--- src/rtl/hello_scroll_pkg.sv ---
// Shared definitions for the hello-message scroll controller: rotation
// geometry and the FSM state encoding shown on the LEDs.
package hello_scroll_pkg;

  localparam int unsigned NPOS  = 5;
  localparam int unsigned SEL_W = 3;

  localparam logic [1:0] STATE_IDLE  = 2'd0;
  localparam logic [1:0] STATE_RUN   = 2'd1;
  localparam logic [1:0] STATE_HOLD  = 2'd2;
  localparam logic [1:0] STATE_DWELL = 2'd3;

  typedef enum logic [1:0] {
    ST_IDLE  = STATE_IDLE,
    ST_RUN   = STATE_RUN,
    ST_HOLD  = STATE_HOLD,
    ST_DWELL = STATE_DWELL
  } state_e;

endpackage

--- src/rtl/scroll_prescaler.sv ---
// Scroll-step prescaler: counts 0..TICK_DIV-1 while enabled and pulses
// tc_o in the cycle holding the terminal count. clr_i wins over en_i.
module scroll_prescaler #(
  parameter int unsigned TICK_DIV = 25000000
) (
  input  logic clk_i,
  input  logic rst_i,
  input  logic clr_i,
  input  logic en_i,
  output logic tc_o
);

  localparam int unsigned   CW   = $clog2(TICK_DIV);
  localparam logic [CW-1:0] LAST = CW'(TICK_DIV - 1);

  logic [CW-1:0] cnt_q, cnt_d;

  assign tc_o = en_i && !clr_i && (cnt_q == LAST);

  // Next count: clear, wrap at terminal count, or increment.
  always_comb begin
    cnt_d = cnt_q;
    if (clr_i)
      cnt_d = '0;
    else if (en_i)
      cnt_d = tc_o ? '0 : cnt_q + CW'(1);
  end

  // Counter register.
  always_ff @(posedge clk_i) begin
    if (rst_i)
      cnt_q <= '0;
    else
      cnt_q <= cnt_d;
  end

endmodule

--- src/rtl/hello_scroll_ctrl.sv ---
// Scroll controller for the rotating HELLO display: auto-advances the
// 5-position rotation select every TICK_DIV cycles, or once per STEP key
// press while idle/held. Optional home-position dwell is enabled with the
// HELLO_SCROLL_DWELL_EN macro.
module hello_scroll_ctrl
  import hello_scroll_pkg::*;
#(
  parameter int unsigned TICK_DIV    = 25000000,
  parameter int unsigned DWELL_TICKS = 3
) (
  input  logic             CLOCK_50,
  input  logic             RESET,
  input  logic             RUN_EN,
  input  logic             DIR,
  input  logic             STEP,
  input  logic             HOME,
  output logic [SEL_W-1:0] SEL,
  output logic             ADV,
  output logic             WRAP,
  output logic [1:0]       STATE
);

  state_e           state_q, state_d;
  logic [SEL_W-1:0] sel_q, sel_d;
  logic             adv_q, adv_d;
  logic             wrap_q, wrap_d;
  logic             step_q, step_arm_q;
  logic             step_rise;
  logic             active, tick, advance;
  logic [SEL_W-1:0] sel_nxt;
  logic             wrap_nxt;

`ifdef HELLO_SCROLL_DWELL_EN
  localparam int unsigned DW = (DWELL_TICKS > 1) ? $clog2(DWELL_TICKS) : 1;
  logic [DW-1:0] dwell_q, dwell_d;
  logic          dwell_done;
  assign dwell_done = (32'(dwell_q) + 32'd1 >= DWELL_TICKS);
`else
  // DWELL_TICKS has no effect in this build.
  logic unused_dwell;
  assign unused_dwell = (DWELL_TICKS != 0);
`endif

  // step_arm_q blocks an edge for a key already held through reset release.
  assign step_rise = STEP && !step_q && step_arm_q;
  assign active    = (state_q == ST_RUN) || (state_q == ST_DWELL);

  scroll_prescaler #(
    .TICK_DIV(TICK_DIV)
  ) u_prescaler (
    .clk_i(CLOCK_50),
    .rst_i(RESET),
    .clr_i(HOME || !RUN_EN || !active),
    .en_i (active),
    .tc_o (tick)
  );

  assign sel_nxt  = DIR ? ((sel_q == '0) ? SEL_W'(NPOS - 1) : sel_q - SEL_W'(1))
                        : ((sel_q == SEL_W'(NPOS - 1)) ? '0 : sel_q + SEL_W'(1));
  assign wrap_nxt = DIR ? (sel_q == '0) : (sel_q == SEL_W'(NPOS - 1));

  // Next state, rotation index and pulses; HOME beats RUN_EN beats advance.
  always_comb begin
    state_d = state_q;
    sel_d   = sel_q;
    adv_d   = 1'b0;
    wrap_d  = 1'b0;
    advance = 1'b0;
`ifdef HELLO_SCROLL_DWELL_EN
    dwell_d = dwell_q;
`endif
    if (HOME) begin
      sel_d   = '0;
      state_d = RUN_EN ? ST_RUN : ST_IDLE;
`ifdef HELLO_SCROLL_DWELL_EN
      dwell_d = '0;
      if (RUN_EN && state_q == ST_DWELL)
        state_d = ST_DWELL;
`endif
    end else begin
      unique case (state_q)
        ST_IDLE, ST_HOLD: begin
          if (RUN_EN)
            state_d = ST_RUN;
          else if (step_rise)
            advance = 1'b1;
        end
        ST_RUN: begin
          if (!RUN_EN)
            state_d = ST_HOLD;
          else if (tick) begin
            advance = 1'b1;
`ifdef HELLO_SCROLL_DWELL_EN
            if (sel_nxt == '0) begin
              state_d = ST_DWELL;
              dwell_d = '0;
            end
`endif
          end
        end
`ifdef HELLO_SCROLL_DWELL_EN
        ST_DWELL: begin
          if (!RUN_EN) begin
            state_d = ST_HOLD;
            dwell_d = '0;
          end else if (tick) begin
            if (dwell_done) begin
              state_d = ST_RUN;
              dwell_d = '0;
            end else begin
              dwell_d = dwell_q + DW'(1);
            end
          end
        end
`endif
        default: state_d = ST_IDLE;
      endcase
    end
    if (advance) begin
      sel_d  = sel_nxt;
      adv_d  = 1'b1;
      wrap_d = wrap_nxt;
    end
  end

  // State, select, pulse and STEP edge-detect registers.
  always_ff @(posedge CLOCK_50) begin
    if (RESET) begin
      state_q    <= ST_IDLE;
      sel_q      <= '0;
      adv_q      <= 1'b0;
      wrap_q     <= 1'b0;
      step_q     <= 1'b0;
      step_arm_q <= 1'b0;
    end else begin
      state_q    <= state_d;
      sel_q      <= sel_d;
      adv_q      <= adv_d;
      wrap_q     <= wrap_d;
      step_q     <= STEP;
      step_arm_q <= step_arm_q | ~STEP;
    end
  end

`ifdef HELLO_SCROLL_DWELL_EN
  // Dwell period counter.
  always_ff @(posedge CLOCK_50) begin
    if (RESET)
      dwell_q <= '0;
    else
      dwell_q <= dwell_d;
  end
`endif

  assign SEL   = sel_q;
  assign ADV   = adv_q;
  assign WRAP  = wrap_q;
  assign STATE = state_q;

endmodule

--- config.mk ---
export PLATFORM = sky130hd
export DESIGN_NAME = hello_scroll_ctrl
export DESIGN_NICKNAME = d
export VERILOG_FILES = /design/src/rtl/hello_scroll_pkg.sv /design/src/rtl/scroll_prescaler.sv /design/src/rtl/hello_scroll_ctrl.sv
export SDC_FILE = /design/constraint.sdc
export NUM_CORES = 1
export LEC_CHECK = 0
export BUFFER_PORTS_ARGS = -buffer_cell sky130_fd_sc_hd__buf_2
export CORE_UTILIZATION = 40
export DETAILED_ROUTE_END_ITERATION = 16
export SLEW_MARGIN = 5
export SYNTH_ARGS = -nofsm -noshare
export SYNTH_HDL_FRONTEND = slang
export SYNTH_SLANG_ARGS = --single-unit
export TNS_END_PERCENT = 20
--- constraint.sdc ---
create_clock -name CLOCK_50 -period 2.5 [get_ports CLOCK_50]
set_input_delay 0.375 -clock CLOCK_50 [delete_from_list [all_inputs] [get_ports CLOCK_50]]
set_output_delay 0.375 -clock CLOCK_50 [all_outputs]
set_load 0.01 [all_outputs]
### Word-level counts from Yosys, hierarchy flattened

Index checks and enable logic that the tools add are counted.

| storage, ports and cells | value |
|---|---|
| output and inout bits | 7 |
| input port bits | 6 |
| flip-flop bits (word level) | 34 |

| cells by class | value |
|---|---|
| multiplexer cells | 19 |
| bitwise gates (word level) | 3 |
| equal/unequal tests | 7 |
| add/sub/neg operators | 3 |
| reductions and logical operators | 18 |

Operators by type and width:

| cell | count |
|---|---|
| adder 25 x 1 -> 25 bit, second input constant | 1 |
| equality test 25 bit, second input constant | 1 |
| two-way mux 25 bit | 1 |
| two-way mux 3 bit | 5 |
| two-way mux 1 bit | 8 |
| two-way mux 2 bit | 3 |
| != test 3 bit, second input constant | 2 |
| OR reduction 2 bit | 3 |
| equality test 2 bit, second input constant | 2 |
| logical AND 1 bit | 4 |
| logical NOT 1 bit | 4 |
| case mux 2 bit (2 select lines) | 1 |
| adder 3 x 1 -> 3 bit, second input constant | 1 |
| equality test 3 bit, second input constant | 1 |
| logical NOT 3 bit | 1 |
| logical OR 1 bit | 3 |
| subtractor 3 x 1 -> 3 bit, second input constant | 1 |
| equality test 2 x 1 -> 1 bit, second input constant | 1 |
| logical NOT 2 bit | 1 |
| NOT 1 bit | 2 |
| case mux 1 bit (2 select lines) | 1 |
| AND reduction 2 bit | 1 |
| nonzero test 2 bit | 1 |
| OR 1 bit | 1 |

### Depth between registers and ports, before layout

| logic depth | value |
|---|---|
| word-level depth | 13 |
| gate-level depth with buffers | 6 |
| gate-level depth less buffers | 6 |

### By module

Synthesis repeated with hierarchy kept, for this count alone.

| second synthesis, totals | value |
|---|---|
| cells, all modules | 184 |
| area total of the unflattened synthesis | 1,625.3 µm² |

By module, submodules not included:

| module | area each (µm²) | cells each | times used |
|---|---|---|---|
| scroll_prescaler | 1,183.6 | 136 | 1 |
| hello_scroll_ctrl | 441.7 | 48 | 1 |

### Worst setup path after synthesis

No wires, ideal clock.

| path | value |
|---|---|
| kind | register to register |
| start point | register u_prescaler.cnt_q[0] |
| end point | register u_prescaler.cnt_q[24] |
| data required time | 2.426 ns |
| data arrival time | 1.893 ns |
| setup time | 0.074 ns |
| period minus slack after synthesis | 1.968 ns |
| cell stages (with the launch flop) | 7 |
| path slack | 0.532 ns |
| cell sequence | dfxtp_1 > ha_1 > nand3_1 > or4_4 > buf_6 > or4_1 > a31oi_1 |

| on the way | value |
|---|---|
| longest elaborated chain between the ends | 3 |
| elaborated cells between the ends (all ways) | 4 |

RTL lines:

| element | RTL line | text |
|---|---|---|
| start, declared | scroll_prescaler.sv:16 | `logic [CW-1:0] cnt_q, cnt_d;` |
| start signal, assigned | scroll_prescaler.sv:34 | `cnt_q <= cnt_d;` |
| branches (longest 2 deep; another with adder 25 x 1 -> 25 bit) | n/a |  |
| two-way mux 25 bit (*) | scroll_prescaler.sv:26 | `cnt_d = tc_o ? '0 : cnt_q + CW'(1);` |

Mark *: on every way between the ends.
A chain may end at the register's enable or synchronous reset.

### Worst setup path in the final report

Same ends and word-level chain as after synthesis.

==> results.cfg <==
[timing]
slew_viol_final = 0
worst_slew_pin_slew_ps = 674
clock.fmax_ghz = 0.466
rsz0062_at_grt = no
max-slew-margin-rel_pct = 54.4
skew_ps = 6.82
period_minus_slack_ps = 2150
finalHoldViolCount = 0
period_share_pct = 85.9
final-setup-viol-count = 0
fin_setup_tns_ps = 0

[power]
power.density_nw_per_um2 = 533
swShare_pct = 22.7
clkPwrFrac_pct = 42.4
power.share.sequential_pct = 54.1
internal-power_mw = 0.781
p_total_mw = 1.01
p_comb_share_pct = 3.5
ir_worst_vdd_uv = 292
switching_power_mw = 0.230
leakage_nw = 0.651

[clocking]
cts_buffer_depth = 2
post-cts-setup-buffer-count = 0
cts_buffers = 5
clkTransAtPathRegs_ps = 70
hold_buffers = 0
htree_levels = 2
cts_tree = yes
cts_sinks = 34
cts-root-buf = clkbuf_8
cts_resized = 0
clk_latency_ps = 290

[synth]
netlist_top_cells_area = dfxtp_1, xor2_1, nand2_1
synth_fp_nets = 205
synth_area_um2 = 1690
synthTopCellsByCount = dfxtp_1, nand2_1, nor2_1
syn_area_per_cell_um2 = 8.70
synth_cell_types = 36
yosysSeqAreaShare_pct = 40.3
synth_top_cell_area_share_pct = 40.3
synth_top_area_cell = dfxtp_1
synth_ff_type = dfxtp_1
synth_edf_count = 0
synth-seq-cells = 34
async_flop_share_pct = 0
yosysWarningCount = 0
netlist_instances = 194
synth_most_common_cell = dfxtp_1

[drt]
via_per_inst = 5.84
remaining_drc_errors = 0
first_pass_iters = 4
drt.antenna.violating_nets = 0
first_iter_violations = 70
routed_wl_mm = 4.00
via_count = 1524
wl_per_cell_um = 15.3

[cells_and_area]
fin_util_pct = 47.0
num-fill-cells = 400
final_nets = 221
area_delta_synth_final_pct = 12.3
antenna_cells = 0
drive_gt1_share_pct = 12.8

[critical_path]
cp_slowest_cell = or4_4
slowest_delay_ps = 620
crit_path_cell_trace = ha_1 > nand3_1 > or4_4 > or4_1 > a31oi_1
end_kind = register
crit_end = u_prescaler.cnt_q[24]
cp.required_ps = 2710
startpoint = u_prescaler.cnt_q[0]
start_kind = register
path_max_fanout = 11
r2r-end = u_prescaler.cnt_q[24]
worstRegToRegCells = 5
rr_startpoint = u_prescaler.cnt_q[0]
critPathKind = register to register
crit_arrival_ps = 2360
r2r_setup_slack_ps = 350

[die]
ioPinCount = 13
rows = 23
start_util_pct = 41.9
fp.dieH_um = 67.0
dieArea_um2 = 4480
die-width_um = 67.0
core_um2 = 4030

[global_route]
grt_max_degree = 22
gr-total-overflow = 0
grt_pass1_vias = 1412
grt_pass1_wl_mm = 6.65
antenna_found_initial = 0
grt_usage_pct = 20.3

[place]
place.port_buffers = 12
post-dp-hpwl_mm = 2.76
routabilityCongestion = 0.842

[hold_path]
hp-class = input pin to register
hp-start = STEP

[status]
status = finished, final reports clean

[run]
max-cap-violations = 0
cell families after synthesis:
| kind of cell | Yosys count | synth area share [%] |
|---|---|---|
| fa+ha+maj | 5 | 3.71 |
| simple gates | 96 | 31.4 |
| mux | 5 | 2.97 |
| flops | 34 | 40.3 |
| compound gates | 25 | 9.64 |
| xor+xnor | 17 | 8.82 |
| buf+inv | 12 | 3.11 |
layout make-up:
type | instances | area [um2] | share of cell area, %
clock inverters | 1 | 5.00 | 0.264
clock buffers | 7 | 86.3 | 4.55
multi-input cells | 148 | 960 | 50.6
flip-flops and latches | 34 | 681 | 35.9
repair buffers | 14 | 75.1 | 3.96
inverters | 7 | 26.3 | 1.39
well taps | 50 | 62.6 | 3.30
sequential cells by signal, indices dropped and copies added (netlist names):
name,flops
step_arm_q,1
ADV,1
step_q,1
STATE,2
u_prescaler.cnt_q,25
SEL,3
WRAP,1
critical path, delay by kind of cell, from the launching register on:
family                     cells  cell delay [ps]
AOI/OAI and AO/OA              1              220
DFF                            1              390
adders and majority gates      1              200
and+or+nand+nor                3             1270
worst min path at each step:
stage | cells after the start | end | slack, ps
6_report | 2 | step_arm_q | 280
5_1_grt | 2 | step_arm_q | 290
4_1_cts | 2 | step_arm_q | 270
3_5_place_dp | 2 | step_arm_q | 440
3_3_place_gp | 2 | step_arm_q | 440
2_1_floorplan | 2 | step_arm_q | 420
power by group through the flow:
stage / clock (mW) / combinational [mW] / sequential, mW
2_1_floorplan: 0 / 0.0176 / 0.561
3_3_place_gp: 0 / 0.0330 / 0.560
3_5_place_dp: 0 / 0.0346 / 0.560
4_1_cts: 0.440 / 0.0348 / 0.547
5_1_grt: 0.459 / 0.0384 / 0.547
6_report: 0.429 / 0.0351 / 0.547
metrics by stage:
step                      cell area, um2  hold slack (ps)  cells  setup WS (ps)
after CTS                           1900              270    261            347
after detailed placement            1800              443    253            426
after global placement              1800              436    253            485
after floorplan                     1690              424    194            532
final                               1900              277    261            353
after global routing                1900              289    261            232
layout by cell type, fill, tap and decap left out, types with 3 or more instances in the layout:
| cell | instances |
|---|---|
| nand4_1 | 10 |
| mux2i_1 | 5 |
| or4_1 | 4 |
| and3_1 | 5 |
| nor2b_1 | 3 |
| a31oi_1 | 3 |
| clkbuf_8 | 6 |
| nor2_1 | 17 |
| xor2_1 | 10 |
| o21ai_0 | 6 |
| buf_2 | 12 |
| nor3_1 | 4 |
| nor4_1 | 4 |
| inv_1 | 7 |
| a21oi_1 | 6 |
| o221ai_1 | 3 |
| and4_1 | 4 |
| nand3_1 | 13 |
| dfxtp_1 | 34 |
| ha_1 | 5 |
| nand2_1 | 21 |
| xnor2_1 | 7 |
routing by layer:
layer  wire length, um  GRT usage [%]  up-vias
met1              1900           24.8      724
met2              1810           31.6       41
met5                 0              0        -
met4               131           12.0        0
met3               156           5.48       15
li1                  -              -      744
No activity file was read; power rests on OpenSTA's default activity.
